File: config.mk
export PLATFORM = sky130hd
export DESIGN_NAME = bin_to_sevenseg
export DESIGN_NICKNAME = d
export VERILOG_FILES = /design/src/rtl/bin_to_sevenseg.sv
export SDC_FILE = /design/constraint.sdc
export NUM_CORES = 1
export LEC_CHECK = 0
export ABC_AREA = 1
export CAP_MARGIN = 5
export CORE_MARGIN = 3
export CORE_UTILIZATION = 59
export DETAILED_ROUTE_END_ITERATION = 10
export PLACE_DENSITY_LB_ADDON = 0.12
export RECOVER_POWER = 100
export SLEW_MARGIN = 15
export SYNTH_ARGS = -nofsm -noshare
export SYNTH_HDL_FRONTEND = slang
export SYNTH_SLANG_ARGS = --single-unit
export TNS_END_PERCENT = 5
File: constraint.sdc
create_clock -name clk -period 5.73 [get_ports clk]
set_input_delay 1.146 -clock clk [delete_from_list [all_inputs] [get_ports clk]]
set_output_delay 1.146 -clock clk [all_outputs]
set_load 0.02 [all_outputs]
File: src/rtl/bin_to_sevenseg.sv
// Sequential binary to N-digit seven-segment encoder (shift-add-3, one bit per clock).
// Optional macro BIN_TO_SEVENSEG_BLANK_LZ_EN blanks leading zero digits above the ones digit.
module bin_to_sevenseg #(
    parameter int N = 2,
    parameter int W = 7
) (
    input  logic                clk,
    input  logic                reset,
    input  logic                load,
    input  logic [W-1:0]        bin,
    output logic                ready,
    output logic                done,
    output logic                overflow,
    output logic [N-1:0][6:0]   digit_values
);

    localparam int SW = 4*N + W;
    localparam int CW = $clog2(W + 1);
    localparam longint unsigned MAXV = 64'(10**N) - 64'd1;
    localparam logic [6:0] BLANK = 7'b1111111;
    localparam logic [6:0] DASH  = 7'b0111111;

    typedef enum logic [1:0] {IDLE, SHIFT, ENCODE} state_t;

    state_t              state, state_nxt;
    logic [SW-1:0]       sr, sr_adj;
    logic [CW-1:0]       cnt;
    logic                ovf;
    logic [N-1:0][6:0]   enc;

    function automatic logic [6:0] seg7(input logic [3:0] d);
        case (d)
            4'd0:    seg7 = 7'b1000000;
            4'd1:    seg7 = 7'b1111001;
            4'd2:    seg7 = 7'b0100100;
            4'd3:    seg7 = 7'b0110000;
            4'd4:    seg7 = 7'b0011001;
            4'd5:    seg7 = 7'b0010010;
            4'd6:    seg7 = 7'b0000010;
            4'd7:    seg7 = 7'b1111000;
            4'd8:    seg7 = 7'b0000000;
            4'd9:    seg7 = 7'b0010000;
            default: seg7 = BLANK;
        endcase
    endfunction

    always_ff @(posedge clk) begin
        if (reset) state <= IDLE;
        else       state <= state_nxt;
    end

    always_comb begin
        state_nxt = state;
        case (state)
            IDLE:    if (load) state_nxt = SHIFT;
            SHIFT:   if (cnt == CW'(1)) state_nxt = ENCODE;
            ENCODE:  state_nxt = IDLE;
            default: state_nxt = IDLE;
        endcase
    end

    always_comb begin
        ready = (state == IDLE);
    end

    // Add-3 correction on each kept BCD nibble before the shift.
    always_comb begin
        sr_adj = sr;
        for (int i = 0; i < N; i++) begin
            if (sr[W + 4*i +: 4] >= 4'd5)
                sr_adj[W + 4*i +: 4] = sr[W + 4*i +: 4] + 4'd3;
        end
    end

    always_comb begin
        logic hi_zero;
        logic [3:0] d;
        enc = '0;
        hi_zero = 1'b1;
        for (int i = N - 1; i >= 0; i--) begin
            d = sr[W + 4*i +: 4];
`ifdef BIN_TO_SEVENSEG_BLANK_LZ_EN
            if (i >= 1 && hi_zero && d == 4'd0) enc[i] = BLANK;
            else                                enc[i] = seg7(d);
`else
            enc[i] = seg7(d);
`endif
            hi_zero = hi_zero & (d == 4'd0);
            if (ovf) enc[i] = DASH;
        end
    end

    always_ff @(posedge clk) begin
        if (reset) begin
            sr           <= '0;
            cnt          <= '0;
            ovf          <= 1'b0;
            done         <= 1'b0;
            overflow     <= 1'b0;
            digit_values <= {N{BLANK}};
        end else begin
            done <= 1'b0;
            case (state)
                IDLE: if (load) begin
                    sr  <= SW'(bin);
                    cnt <= CW'(W);
                    ovf <= (64'(bin) > MAXV);
                end
                SHIFT: begin
                    sr  <= {sr_adj[SW-2:0], 1'b0};
                    cnt <= cnt - CW'(1);
                end
                ENCODE: begin
                    digit_values <= enc;
                    overflow     <= ovf;
                    done         <= 1'b1;
                end
                default: ;
            endcase
        end
    end

endmodule

==> impl_metrics.json <==
{
  "status": "finished, final reports clean",
  "powerDensity_mw_per_mm2": 254,
  "cts_hold_buf": 0,
  "drv_slew": 0,
  "slowest_delay_ps": 890,
  "grt_overflow": 0,
  "rrSetupSlack_ps": 3410,
  "crit_slowest_cell": "dlygate4sd3_1",
  "setup_tns_ps": 0,
  "met2_usage_pct": 32.4,
  "avgSynthCellArea_um2": 8.07,
  "setup_viol": 0,
  "netlist_area_mm2": 0.00229,
  "initial_utilization_pct": 61.7,
  "clock_latency_ps": 300,
  "rsz0062_at_grt": "false",
  "ys.warnings.count": 0,
  "drv_cap": 0,
  "worst_pin_slew_ps": 685,
  "leakagePower_nw": 1.19,
  "ant_nets": 0,
  "worstReg2RegStart": "sr[7]$_SDFFE_PP0N_",
  "cp-start-kind": "input pin",
  "critPathMaxFanout": 24,
  "post-place-cells": 352,
  "use_met3_pct": 3.94,
  "worst-path-stages": 6,
  "startpoint": "reset",
  "r2r_cells": 12,
  "clkTransAtPathRegs_ps": 90,
  "max_freq_mhz": 292,
  "clock_path_buffers": 2,
  "grt_pass1_wl_um": 7100,
  "required_ps": 5890,
  "area_growth_pct": 15.4,
  "post_cts_buffers": 0,
  "power_uw": 673,
  "hp-class": "reg2reg",
  "irDropWorstVdd_mv": 0.129,
  "die_h_um": 68.3,
  "core-area_mm2": 0.00372,
  "firstDrtPassIters": 4,
  "ctsResizeCount": 0,
  "hold_viol_final": 0,
  "crit_family": "buffers and inverters",
  "viasPerCell": 5.09,
  "relSlewSlack_pct": 54.3,
  "hold_depth": 2,
  "cts_tree": "done",
  "fin_skew_ps": 1.71,
  "synth-seq-area-share_pct": 44.5,
  "cts.sinks": 51,
  "use_met1_pct": 26.3,
  "cts-buffers-inserted": 5,
  "worstPathArrival_ps": 3590,
  "path_buf_inv": 3,
  "antenna_found_initial": 0,
  "grt_pass1_vias": 1636,
  "gr-max-usage-layer": "met2",
  "num_io_pins": 27,
  "finalNonFillerCells": 360,
  "path_class": "in2reg",
  "worstPathCellList": "dlygate4sd3_1 -> inv_1 -> nand2_1 -> inv_1 -> o21ai_0 -> nand2_1",
  "vias": 1834,
  "dp_hpwl_um": 3120,
  "final_core_util_pct": 71.2,
  "min_period_ps": 3430,
  "place_congestion": 0.844,
  "wl_per_cell_um": 11.8,
  "drt_iter0_markers": 111,
  "remaining_drc_errors": 0,
  "wl_um": 4240,
  "diodes": 0,
  "grt.total_usage_pct": 20.2,
  "drive_above_1_share_pct": 7.69,
  "dieWidth_um": 68.3,
  "ys_seq_elements": 51,
  "cts_max_level": 2,
  "fp.dieArea_mm2": 0.00467,
  "synth.distinct_cells": 31,
  "clock-root-buffer": "clkbuf_8",
  "io_buffers": 26,
  "rows": 22,
  "netlist_instances": 284,
  "syn-num-nets": 310,
  "finalNetCount": 337,
  "cp-end-kind": "register",
  "grt_max_degree": 25,
  "fin_crit_sh_pct": 59.8
}
==> report_power, final <==
part / switching [mW] / internal, mW / total (mW)
Clock: 0.118 / 0.0986 / 0.217
Combinational: 0.0483 / 0.0296 / 0.0780
Sequential: 0.00825 / 0.370 / 0.379
==> per-stage QoR <==
step | cell area, um^2 | setup slack, ps | hold slack (ps)
3_5_place_dp | 2580 | 2350 | 434
2_1_floorplan | 2290 | 3190 | 416
6_report | 2650 | 2300 | 453
5_1_grt | 2650 | 2110 | 464
3_3_place_gp | 2580 | 2420 | 420
4_1_cts | 2680 | 2670 | 456
==> synthesized netlist by cell type <==
master / n / share of area, %
o22ai_2: 1 / 0.55
o32ai_1: 1 / 0.38
nand2_4: 2 / 0.98
a22oi_1: 3 / 0.98
or2_1: 1 / 0.27
nand3b_1: 4 / 1.3
o22ai_1: 17 / 4.6
nand4_1: 2 / 0.55
a22oi_4: 1 / 0.93
a221oi_1: 1 / 0.38
o211ai_1: 1 / 0.33
nand2_1: 73 / 12
o21ai_0: 14 / 3.1
buf_4: 1 / 0.33
nor2_2: 4 / 1.1
dfxtp_1: 51 / 45
nand2_2: 3 / 0.82
nand3_1: 19 / 4.1
ha_1: 16 / 8.7
inv_1: 32 / 5.2
a21oi_2: 1 / 0.38
o21ai_2: 2 / 0.76
o21ai_4: 1 / 0.71
inv_2: 8 / 1.3
a21oi_1: 5 / 1.1
clkbuf_1: 2 / 0.33
o311ai_0: 1 / 0.38
nor3_1: 3 / 0.65
buf_2: 3 / 0.65
nor2_8: 1 / 0.87
nor2_1: 10 / 1.6
==> area by class of cell <==
cell class                 count  area [um^2]
tap                           48         60.1
fill                         312         1070
clock inverter                 2         16.3
timing repair buffer          26          260
clock buffer                   6         82.6
inverter                      40          150
multi-input combinational    187         1060
sequential                    51         1020
==> logic make-up (layout without fill, tap and decap cells) <==
kind of cell	Yosys count	in the layout	synth area share (%)
fa+ha+maj	16	16	8.73
compound gates	49	49	14.6
simple gates	122	122	24.3
buf+inv	46	74	7.86
flops	51	51	44.5
==> how the worst min path moves through the flow <==
stage               slack (ps)                       endpoint      from
floorplan                  420  digit_values[13]$_SDFFE_PP1P_  register
global placement           420  digit_values[13]$_SDFFE_PP1P_  register
detailed placement         430   digit_values[9]$_SDFFE_PP1P_  register
CTS                        460   digit_values[9]$_SDFFE_PP1P_  register
global route               460  digit_values[13]$_SDFFE_PP1P_  register
finish                     450  digit_values[13]$_SDFFE_PP1P_  register
==> worst register-to-register path, cell delays in order, from the launching register on <==
cell and delay [ps]:
dfxtp_1 410, inv_1 100, ha_1 220, nor2_1 140, nor2_1 100, nor2_1 90, nand2_1 100, a21oi_2 270
inv_1 140, ha_1 280, nand3b_1 170, nand3_1 120, nand2_1 60
==> layout by cell type (no fill, tap or decap), drive strengths merged <==
cell type	instances
inv	40
a221oi	1
nor3	3
o32ai	1
nand3b	4
o21ai	17
or2	1
nand3	19
o311ai	1
dlygate4sd3	18
a22oi	4
o211ai	1
dfxtp	51
ha	16
clkinv	1
nor2	15
clkinvlp	1
o22ai	18
clkbuf	6
nand4	2
nand2	78
a21oi	6
clkdlybuf4s50	8
==> routing by layer <==
| layer | routed length, um | share of wire (%) | vias up |
|---|---|---|---|
| li1 | - | - | 979 |
| met1 | 2090 | 49 | 805 |
| met2 | 1890 | 45 | 42 |
| met3 | 180 | 4.2 | 8 |
| met4 | 85 | 2.0 | 0 |
| met5 | 0 | 0 | - |
No activity file was read; power rests on OpenSTA's default activity.
